[src/rtl/chip8_fetch.sv]
// CHIP-8 instruction fetch stage.
// Reads two consecutive bytes from the registered-output program ROM and
// assembles them into a big-endian opcode. The opcode is offered to the
// decoder over valid/ready. This block owns the program counter, including
// skip advances and jump/call/return redirects.
module chip8_fetch #(
  parameter logic [11:0] RESET_PC = 12'h200
) (
  input  logic        clk,
  input  logic        rst,
  output logic [11:0] rom_addr,
  input  logic [7:0]  rom_dout,
  output logic        op_valid,
  input  logic        op_ready,
  input  logic        op_skip,
  input  logic        pc_load,
  input  logic [11:0] pc_load_addr,
  output logic [15:0] opcode,
  output logic [11:0] op_pc,
  output logic [11:0] pc
);

  typedef enum logic [1:0] {FETCH_HI, FETCH_LO, CAPTURE, HOLD} state_t;

  state_t      state_q, state_d;
  logic [11:0] pc_q, pc_d;
  logic [11:0] op_pc_q, op_pc_d;
  logic [15:0] opcode_q, opcode_d;
  logic        valid_q, valid_d;

  // The decoder consumes the opcode only while it is being held.
  logic accept;
  assign accept = (state_q == HOLD) && op_ready;

  // State register.
  always_ff @(posedge clk) begin
    if (rst) state_q <= FETCH_HI;
    else     state_q <= state_d;
  end

  // Next state: fixed three-cycle fetch, then hold until accepted.
  // A redirect always restarts the fetch and discards any partial bytes.
  always_comb begin
    state_d = state_q;
    case (state_q)
      FETCH_HI: state_d = FETCH_LO;
      FETCH_LO: state_d = CAPTURE;
      CAPTURE:  state_d = HOLD;
      HOLD:     if (op_ready) state_d = FETCH_HI;
      default:  state_d = FETCH_HI;
    endcase
    if (pc_load) state_d = FETCH_HI;
  end

  // ROM address: the low byte is requested in FETCH_LO and CAPTURE.
  // The sum is 12 bits wide, so 0xFFF wraps to 0x000.
  always_comb begin
    rom_addr = pc_q;
    if (state_q == FETCH_LO || state_q == CAPTURE) rom_addr = pc_q + 12'd1;
  end

  // Datapath next-state logic. ROM data lags the address by one cycle,
  // so the high byte arrives in FETCH_LO and the low byte in CAPTURE.
  always_comb begin
    pc_d     = pc_q;
    op_pc_d  = op_pc_q;
    opcode_d = opcode_q;
    valid_d  = valid_q;
    if (pc_load) begin
      // A redirect wins over an accept in the same cycle. The held opcode
      // still counts as consumed, but the pc takes the target.
      pc_d    = pc_load_addr;
      valid_d = 1'b0;
    end else begin
      case (state_q)
        FETCH_LO: opcode_d[15:8] = rom_dout;
        CAPTURE: begin
          opcode_d[7:0] = rom_dout;
          op_pc_d       = pc_q;
          valid_d       = 1'b1;
        end
        HOLD: if (accept) begin
          valid_d = 1'b0;
          pc_d    = pc_q + (op_skip ? 12'd4 : 12'd2);
        end
        default: ;
      endcase
    end
  end

  // Datapath registers.
  always_ff @(posedge clk) begin
    if (rst) begin
      pc_q     <= RESET_PC;
      op_pc_q  <= 12'h000;
      opcode_q <= 16'h0000;
      valid_q  <= 1'b0;
    end else begin
      pc_q     <= pc_d;
      op_pc_q  <= op_pc_d;
      opcode_q <= opcode_d;
      valid_q  <= valid_d;
    end
  end

  assign op_valid = valid_q;
  assign opcode   = opcode_q;
  assign op_pc    = op_pc_q;
  assign pc       = pc_q;

endmodule

[config.mk]
export PLATFORM = sky130hd
export DESIGN_NAME = chip8_fetch
export DESIGN_NICKNAME = d
export VERILOG_FILES = /design/src/rtl/chip8_fetch.sv
export SDC_FILE = /design/constraint.sdc
export NUM_CORES = 1
export LEC_CHECK = 0
export BUFFER_PORTS_ARGS = -buffer_cell sky130_fd_sc_hd__buf_2
export CAP_MARGIN = 20
export CORE_ASPECT_RATIO = 0.7
export CORE_UTILIZATION = 50
export DETAILED_ROUTE_END_ITERATION = 12
export PLACE_DENSITY = 0.85
export REMOVE_ABC_BUFFERS = 1
export SLEW_MARGIN = 30
export SYNTH_ARGS = -nofsm -noshare
export SYNTH_HDL_FRONTEND = slang
export SYNTH_SLANG_ARGS = --single-unit
[constraint.sdc]
create_clock -name clk -period 3.7 [get_ports clk]
set_clock_uncertainty 0.2 [all_clocks]
set_input_delay 0.37 -clock clk [delete_from_list [all_inputs] [get_ports clk]]
set_output_delay 0.37 -clock clk [all_outputs]
set_load 0.01 [all_outputs]
### Yosys cells after proc, flatten, opt, wreduce, memory -nomap -nowiden

Index checks and enable logic that the tools add are counted.

| word-level totals | value |
|---|---|
| register bits after elaboration | 43 |
| word-level logic and storage cells | 34 |

| cells by class | value |
|---|---|
| add/sub/neg operators | 2 |
| equal/unequal tests | 5 |
| mux-type cells | 9 |
| bitwise logic cells | 1 |
| reduce and logical (&&, ||, !) cells | 11 |

Operator list:

| cell | count |
|---|---|
| $mux 12 | 4 |
| $add 12x1->12 const B | 1 |
| $add 12x3->12 | 1 |
| $pmux 2 s4 | 1 |
| $reduce_and 2->1 | 4 |
| $reduce_bool 2->1 | 3 |
| $eq 2x2->1 const B | 2 |
| $ne 2x2->1 const B | 2 |
| $mux 3 | 1 |
| $eq 2x1->1 const B | 1 |
| $logic_not 2->1 | 1 |
| $mux 2 | 1 |
| $pmux 1 s2 | 1 |
| $reduce_or 2->1 | 1 |
| $logic_and 1x1->1 | 1 |
| $logic_or 1x1->1 | 1 |
| $mux 1 | 1 |
| $not 1->1 | 1 |

### Depth between registers and ports, before layout

Gate-level depths: netlist of the first run.

| depth | value |
|---|---|
| depth in word-level cells | 5 |
| depth in mapped cells | 7 |

### Worst setup path after synthesis of the first run

OpenSTA, ideal clock, no wires.

| timing path | value |
|---|---|
| kind | register -> output |
| start | register state_q[1] |
| end | output port rom_addr[11] |
| data arrival time | 1.586 ns |
| required time | 3.130 ns |
| slack | 1.544 ns |
| stages on the path, launching flop included | 7 |
| cell sequence | dfxtp_1 -> inv_1 -> ha_1 -> nand4_1 -> or2_1 -> nor2_1 -> xor2_1 |

| between the ends | value |
|---|---|
| word-level cells in the longest chain between the ends | 3 |
| elaborated cells between the ends (all ways) | 4 |
| classes of those cells | eq/ne: 2; mux: 1; reduce/logical: 1 |

Ends and longest elaborated chain:

| element | RTL line | text |
|---|---|---|
| from (decl) | 25 | `state_t state_q, state_d;` |
| from (signal assigned) | 38 | `else state_q <= state_d;` |
| $eq 2x1->1 or $eq 2x2->1 (tied branches) | 59 | `if (state_q == FETCH_LO \|\| state_q == CAPTURE) rom_addr = pc_q + 12'd1;` |
| $logic_or 1x1->1 (*) | 59 |  |
| $mux 12 (*) | 59 |  |
| to (decl) | 11 | `output logic [11:0] rom_addr,` |

Every way passes the cells marked *; elsewhere a longest branch is shown, timed or not.

### Final worst setup path of the first run

Same ends and word-level chain as after synthesis.

==> results of run 1 <==
synth_stat cells, drive strengths merged:
| cell type | number |
|---|---|
| o21a | 6 |
| a21o | 1 |
| nand4 | 5 |
| nand3 | 2 |
| ha | 7 |
| nand2 | 46 |
| o21bai | 1 |
| nor2 | 18 |
| nor4 | 2 |
| buf | 7 |
| xnor2 | 6 |
| inv | 10 |
| a21oi | 29 |
| a311oi | 1 |
| nand2b | 3 |
| dfxtp | 43 |
| nor3 | 5 |
| mux2i | 13 |
| or3 | 2 |
| o41ai | 1 |
| fa | 1 |
| mux2 | 3 |
| clkbuf | 11 |
| nor3b | 1 |
| nor2b | 3 |
| or2 | 1 |
| xor2 | 12 |
| o21ai | 1 |
| a2111oi | 1 |
worst min-delay path, cell delays in order:
cell     delay, ns
buf_2         0.07
mux2i_1       0.05
nor2_1        0.07
worst paths after layout:
| check | start | end | slack, ns | cells past startpoint |
|---|---|---|---|---|
| worst max-delay path | state_q[1]$_SDFFE_PP0P_ | rom_addr[11] | 0.99 | 7 |
| worst min-delay path | pc_load_addr[0] | pc[0]$_SDFFE_PP0P_ | 0.12 | 3 |
| worst max register to register | pc[1]$_SDFFE_PP0P_ | pc[5]$_SDFFE_PP0P_ | 1.62 | 6 |
| worst min register to register | op_pc[3]$_SDFFE_PP0P_ | op_pc[3]$_SDFFE_PP0P_ | 0.26 | 2 |
power by group through the flow:
stage               Clock (µW)  Sequential, µW  Combinational, µW
global route               319             502                128
CTS                        298             499                116
global placement             0             509                113
finish                     289             499                115
detailed placement           0             510                116
floorplan                    0             512               53.1
registers in the layout (all words and copies together), names as in the netlist:
register and cells:
pc 12, opcode 16, op_pc 12, state_q 2
op_valid 1
logic make-up (layout without fill, tap and decap cells):
family                     count (synthesis)  count (layout)  synth area share
muxes                                     16              16           0.07968
DFF                                       43              43            0.4185
and+or+nand+nor                           88              88            0.1995
xor gates and xnor gates                  18              18           0.07664
adders and majority gates                  8               8           0.05231
AOI/OAI and AO/OA                         41              41            0.1150
buffers and inverters                     28              96           0.05839
per-layer routing:
metal,wire length (µm),up-vias
li1,-,930
met1,2157,874
met2,2129,56
met3,313,2
met4,13,0
met5,0,-
final cells by class:
type / count / area, µm² / share of cell area
Clock buffer: 6 / 72.57 / 0.02883
Clock inverter: 2 / 12.51 / 0.004970
Inverter: 10 / 37.54 / 0.01491
Multi-Input combinational cell: 171 / 1076 / 0.4274
Sequential cell: 43 / 860.8 / 0.3419
Tap cell: 52 / 65.06 / 0.02584
Timing Repair Buffer: 78 / 392.9 / 0.1561
stage by stage:
stage          instances  power, µW  worst slack, ns  instance area (µm²)
6_report             362      903.4           0.9901                 2517
5_1_grt              362      949.0           0.8015                 2517
4_1_cts              362      913.1           0.9814                 2517
3_5_place_dp         354      625.6            1.302                 2432
3_3_place_gp         354      622.6            1.419                 2432
2_1_floorplan        224      565.0            1.544                 1974
placed cells by master, fill, tap and decap left out, drive strengths merged, types with 7 or more instances in the layout:
master and n:
nor2 18, buf 78, inv 10, mux2i 13, ha 7, a21oi 29, nand2 46, xor2 12
dfxtp 43
==> impl_metrics.toml, run 1 <==
[run_status]
status = "completed"

[route]
drc = 0
wl_um = 4614
final_antenna_net_count = 0
avgViaCountPerCell = 5.144
drt_iter0_drc = 49
wl_per_cell_um = 12.75
vias = 1862
first_pass_iters = 4

[cells_and_area]
drive_gt1_frac = 0.3032
n_fill_cell = 371
area_growth_pct = 22.38
n_antenna_cell = 0
nets = 342
utilization = 0.6418

[yosys]
yosys_register_bits = 43
netlist_area_um2 = 2057
synthCells = 242
ys_warn_count = 0
synth_top_cell_area_share = 0.4185
yosysTopAreaCell = "dfxtp_1"
synthTopCellsByArea = "dfxtp_1 42%, nand2_1 8.4%, a21oi_1 7.1%"
synth.yosys.seq_area_share = 0.4185
synth.avg_cell_area_um2 = 8.500
synth_cell_types = 36

[critical_path]
crit_type = "register to output port"
arrival_ns = 2.14
critPathMaxFanout = 6
start_kind = "register"
cp.required_ns = 3.13
cp_cell_sequence = "inv_1 -> ha_1 -> nand4_1 -> or2_1 -> nor2_1 -> xor2_1 -> buf_2"
cp-end-kind = "output port"
path_delay_family = "simple AND/OR/NAND/NOR gates"
critPathBufInv = 2
slowest_stage = "ha_1"
critPathMaxStageDelay_ns = 0.41

[grt]
met3_usage = 0.06230
grtUsageTotal = 0.2224
antenna_found_initial = 0
grt_pass1_wl_um = 7734
grt_use_met2 = 0.3578
grt_max_degree = 44
grt_use_met1 = 0.3065
grt_busiest_layer = "met2"
overflow = 0
grt_pass1_vias = 1675

[clock_network]
clockRootBuffer = "clkbuf_8"
htree_levels = 2
cts_resized = 0
clockBufferDepth = 2
cts_buffers = 5
post_cts_buffers = 0
cts_sinks = 43
insertion_delay_ns = 0.28
cts_tree = "yes"
cts.clk_slew.worst_paths_ns = 0.08
cts_hold_buf = 0

[timing]
hold_ws_ns = 0.1220
fmax_mhz = 369.0
rsz0062_at_grt = "false"
period_share = 0.7324
layout_min_cycle_time_ns = 2.710
finalHoldViolCount = 0
worst_pin_slew_ns = 0.7646
tns_ns = 0
slew_viol_final = 0
relSlewSlack = 0.4903
setup_viol = 0

[pwr]
ir_worst_vdd_uv = 300.6
p_leak_uw = 0.001222
pwr-share-comb = 0.128
cellPowerDensity_nw_per_um2 = 358.9
internal_power_uw = 661.9
p_sw_uw = 241.5
sw_frac_of_total = 0.2673
pwr-share-seq = 0.553
pwr-share-clk = 0.320

[die]
die_x_um = 78.66
num_rows = 19
io-pin-count = 78
die_y_um = 55.67
start_util = 0.5244
dieArea_um2 = 4379
coreArea_um2 = 3923

[placement]
io_buffers = 77
dp_hpwl_um = 3289
place_congestion = 0.8128

[flow_run]
maxCapViolations = 0

[min_path]
hold_class = "input port to register"
No activity file was read; power rests on OpenSTA's default activity.
==> run 2: changes to the inputs <==
--- a/config.mk
+++ b/config.mk
@@ -8,9 +8,9 @@
 export BUFFER_PORTS_ARGS = -buffer_cell sky130_fd_sc_hd__buf_2
 export CAP_MARGIN = 20
 export CORE_ASPECT_RATIO = 0.7
-export CORE_UTILIZATION = 50
+export CORE_UTILIZATION = 49
 export DETAILED_ROUTE_END_ITERATION = 12
-export PLACE_DENSITY = 0.85
+export PLACE_DENSITY = 0.84
 export REMOVE_ABC_BUFFERS = 1
 export SLEW_MARGIN = 30
 export SYNTH_ARGS = -nofsm -noshare
==> constraint.sdc (replaced) <==
create_clock -name clk -period 2.81 [get_ports clk]
set_clock_uncertainty 0.2 [all_clocks]
set_input_delay 0.281 -clock clk [delete_from_list [all_inputs] [get_ports clk]]
set_output_delay 0.281 -clock clk [all_outputs]
set_load 0.01 [all_outputs]
==> impl_metrics.toml, run 2 (synthesized netlist as in run 1, its figures left out) <==
[run_status]
status = "completed"

[pwr]
finalPower_uw = 1377
ir_worst_vdd_uv = 356.7
cellPowerDensity_nw_per_um2 = 535.1
p_leak_uw = 0.001251

[critical_path]
cp-end-kind = "output port"
reg2regPathDepth = 6
arrival_ns = 2.11
cp.required_ns = 2.33
start_kind = "register"
critPathMaxFanout = 6
crit_type = "register to output port"

[clock_network]
insertion_delay_ns = 0.30
cts.clk_slew.worst_paths_ns = 0.08
cts_buffers = 5
htree_levels = 2
cts_tree = "yes"
cts_sinks = 43
post_cts_buffers = 0
cts_hold_buf = 0
clockBufferDepth = 2
cts_resized = 0
clockRootBuffer = "clkbuf_8"

[route]
first_pass_iters = 4
drt_iter0_drc = 99
wl_um = 4735
vias = 1839
drc = 0
wl_per_cell_um = 13.04
avgViaCountPerCell = 5.066
final_antenna_net_count = 0

[timing]
slew_viol_final = 0
finalHoldViolCount = 0
relSlewSlack = 0.4833
rsz0062_at_grt = "false"
hold_ws_ns = 0.01565
tns_ns = 0
setup_viol = 0
period_share = 0.9204
layout_min_cycle_time_ns = 2.586
worst_pin_slew_ns = 0.7750
fmax_mhz = 386.7

[die]
num_rows = 19
coreArea_um2 = 3970
die_y_um = 56.21
start_util = 0.5181
die_x_um = 79.44
io-pin-count = 78
dieArea_um2 = 4465

[grt]
grt_max_degree = 44
grt_pass1_wl_um = 7769
grtUsageTotal = 0.2247
overflow = 0
grt_pass1_vias = 1700
antenna_found_initial = 0

[placement]
placed_area_um2 = 2440
dp.cells = 355
io_buffers = 77
place_congestion = 0.7591
dp_hpwl_um = 3331

[min_path]
hold_class = "input port to register"
holdPathStages = 3

[cells_and_area]
nets = 343
final_cell_mix = "77 x buf_2, 46 x nand2_1, 43 x dfxtp_1"
area_growth_pct = 25.06
drive_gt1_frac = 0.3055
fin_area_um2 = 2572
fin_cells = 363
final_common_cell = "buf_2"
largest_reg_flops = 16
n_antenna_cell = 0

[flow_run]
maxCapViolations = 0
[run 2: cell count changes in the layout (fill, tap and decap cells not counted), sizes merged]
cell,delta
clkinvlp,-1
bufinv,+2
clkinv,-1
buf,+1
[run 2: critical path, stage by stage (launching register included)]
cell     delay [ns]
dfxtp_1        0.37
inv_1          0.09
ha_1           0.41
nand4_1        0.18
or2_1          0.32
nor2_1         0.14
xor2_1         0.15
buf_2          0.14
[run 2: worst paths after layout]
path | from | end | slack, ns
worst min register to register | op_pc[8]$_SDFFE_PP0P_ | op_pc[8]$_SDFFE_PP0P_ | 0.25
worst max register to register | pc[1]$_SDFFE_PP0P_ | pc[5]$_SDFFE_PP0P_ | 0.72
worst min-delay path | pc_load_addr[2] | pc[2]$_SDFFE_PP0P_ | 0.02
worst max-delay path | state_q[0]$_SDFFE_PP0P_ | rom_addr[9] | 0.22
[run 2: power breakdown]
part | switching (µW) | internal [µW] | total, µW
Combinational | 83.0 | 69.8 | 153
Clock | 211 | 355 | 566
Sequential | 29.4 | 628 | 657
[run 2: final cells by class]
type	instances	area [µm²]
Clock buffer	6	72.57
Clock inverter	2	60.06
Fill cell	358	1398
Inverter	10	37.54
Multi-Input combinational cell	171	1076
Sequential cell	43	860.8
Tap cell	52	65.06
Timing Repair Buffer	79	400.4
[run 2: per-stage QoR]
| step | util | worst slack, ns |
|---|---|---|
| after CTS | 0.6480 | 0.2124 |
| final | 0.6480 | 0.2238 |
| after detailed placement | 0.6146 | 0.5421 |
| after floorplan | - | 0.7430 |
| after global routing | 0.6480 | 0.02816 |
| after global placement | 0.6146 | 0.6127 |
[run 2: per-layer routing]
layer / share of wire / vias up / global-route usage
met5: 0 / - / 0
met4: 0.0082 / 0 / 0.06753
li1: - / 930 / -
met1: 0.48 / 839 / 0.2997
met2: 0.44 / 63 / 0.3480
met3: 0.072 / 7 / 0.06721
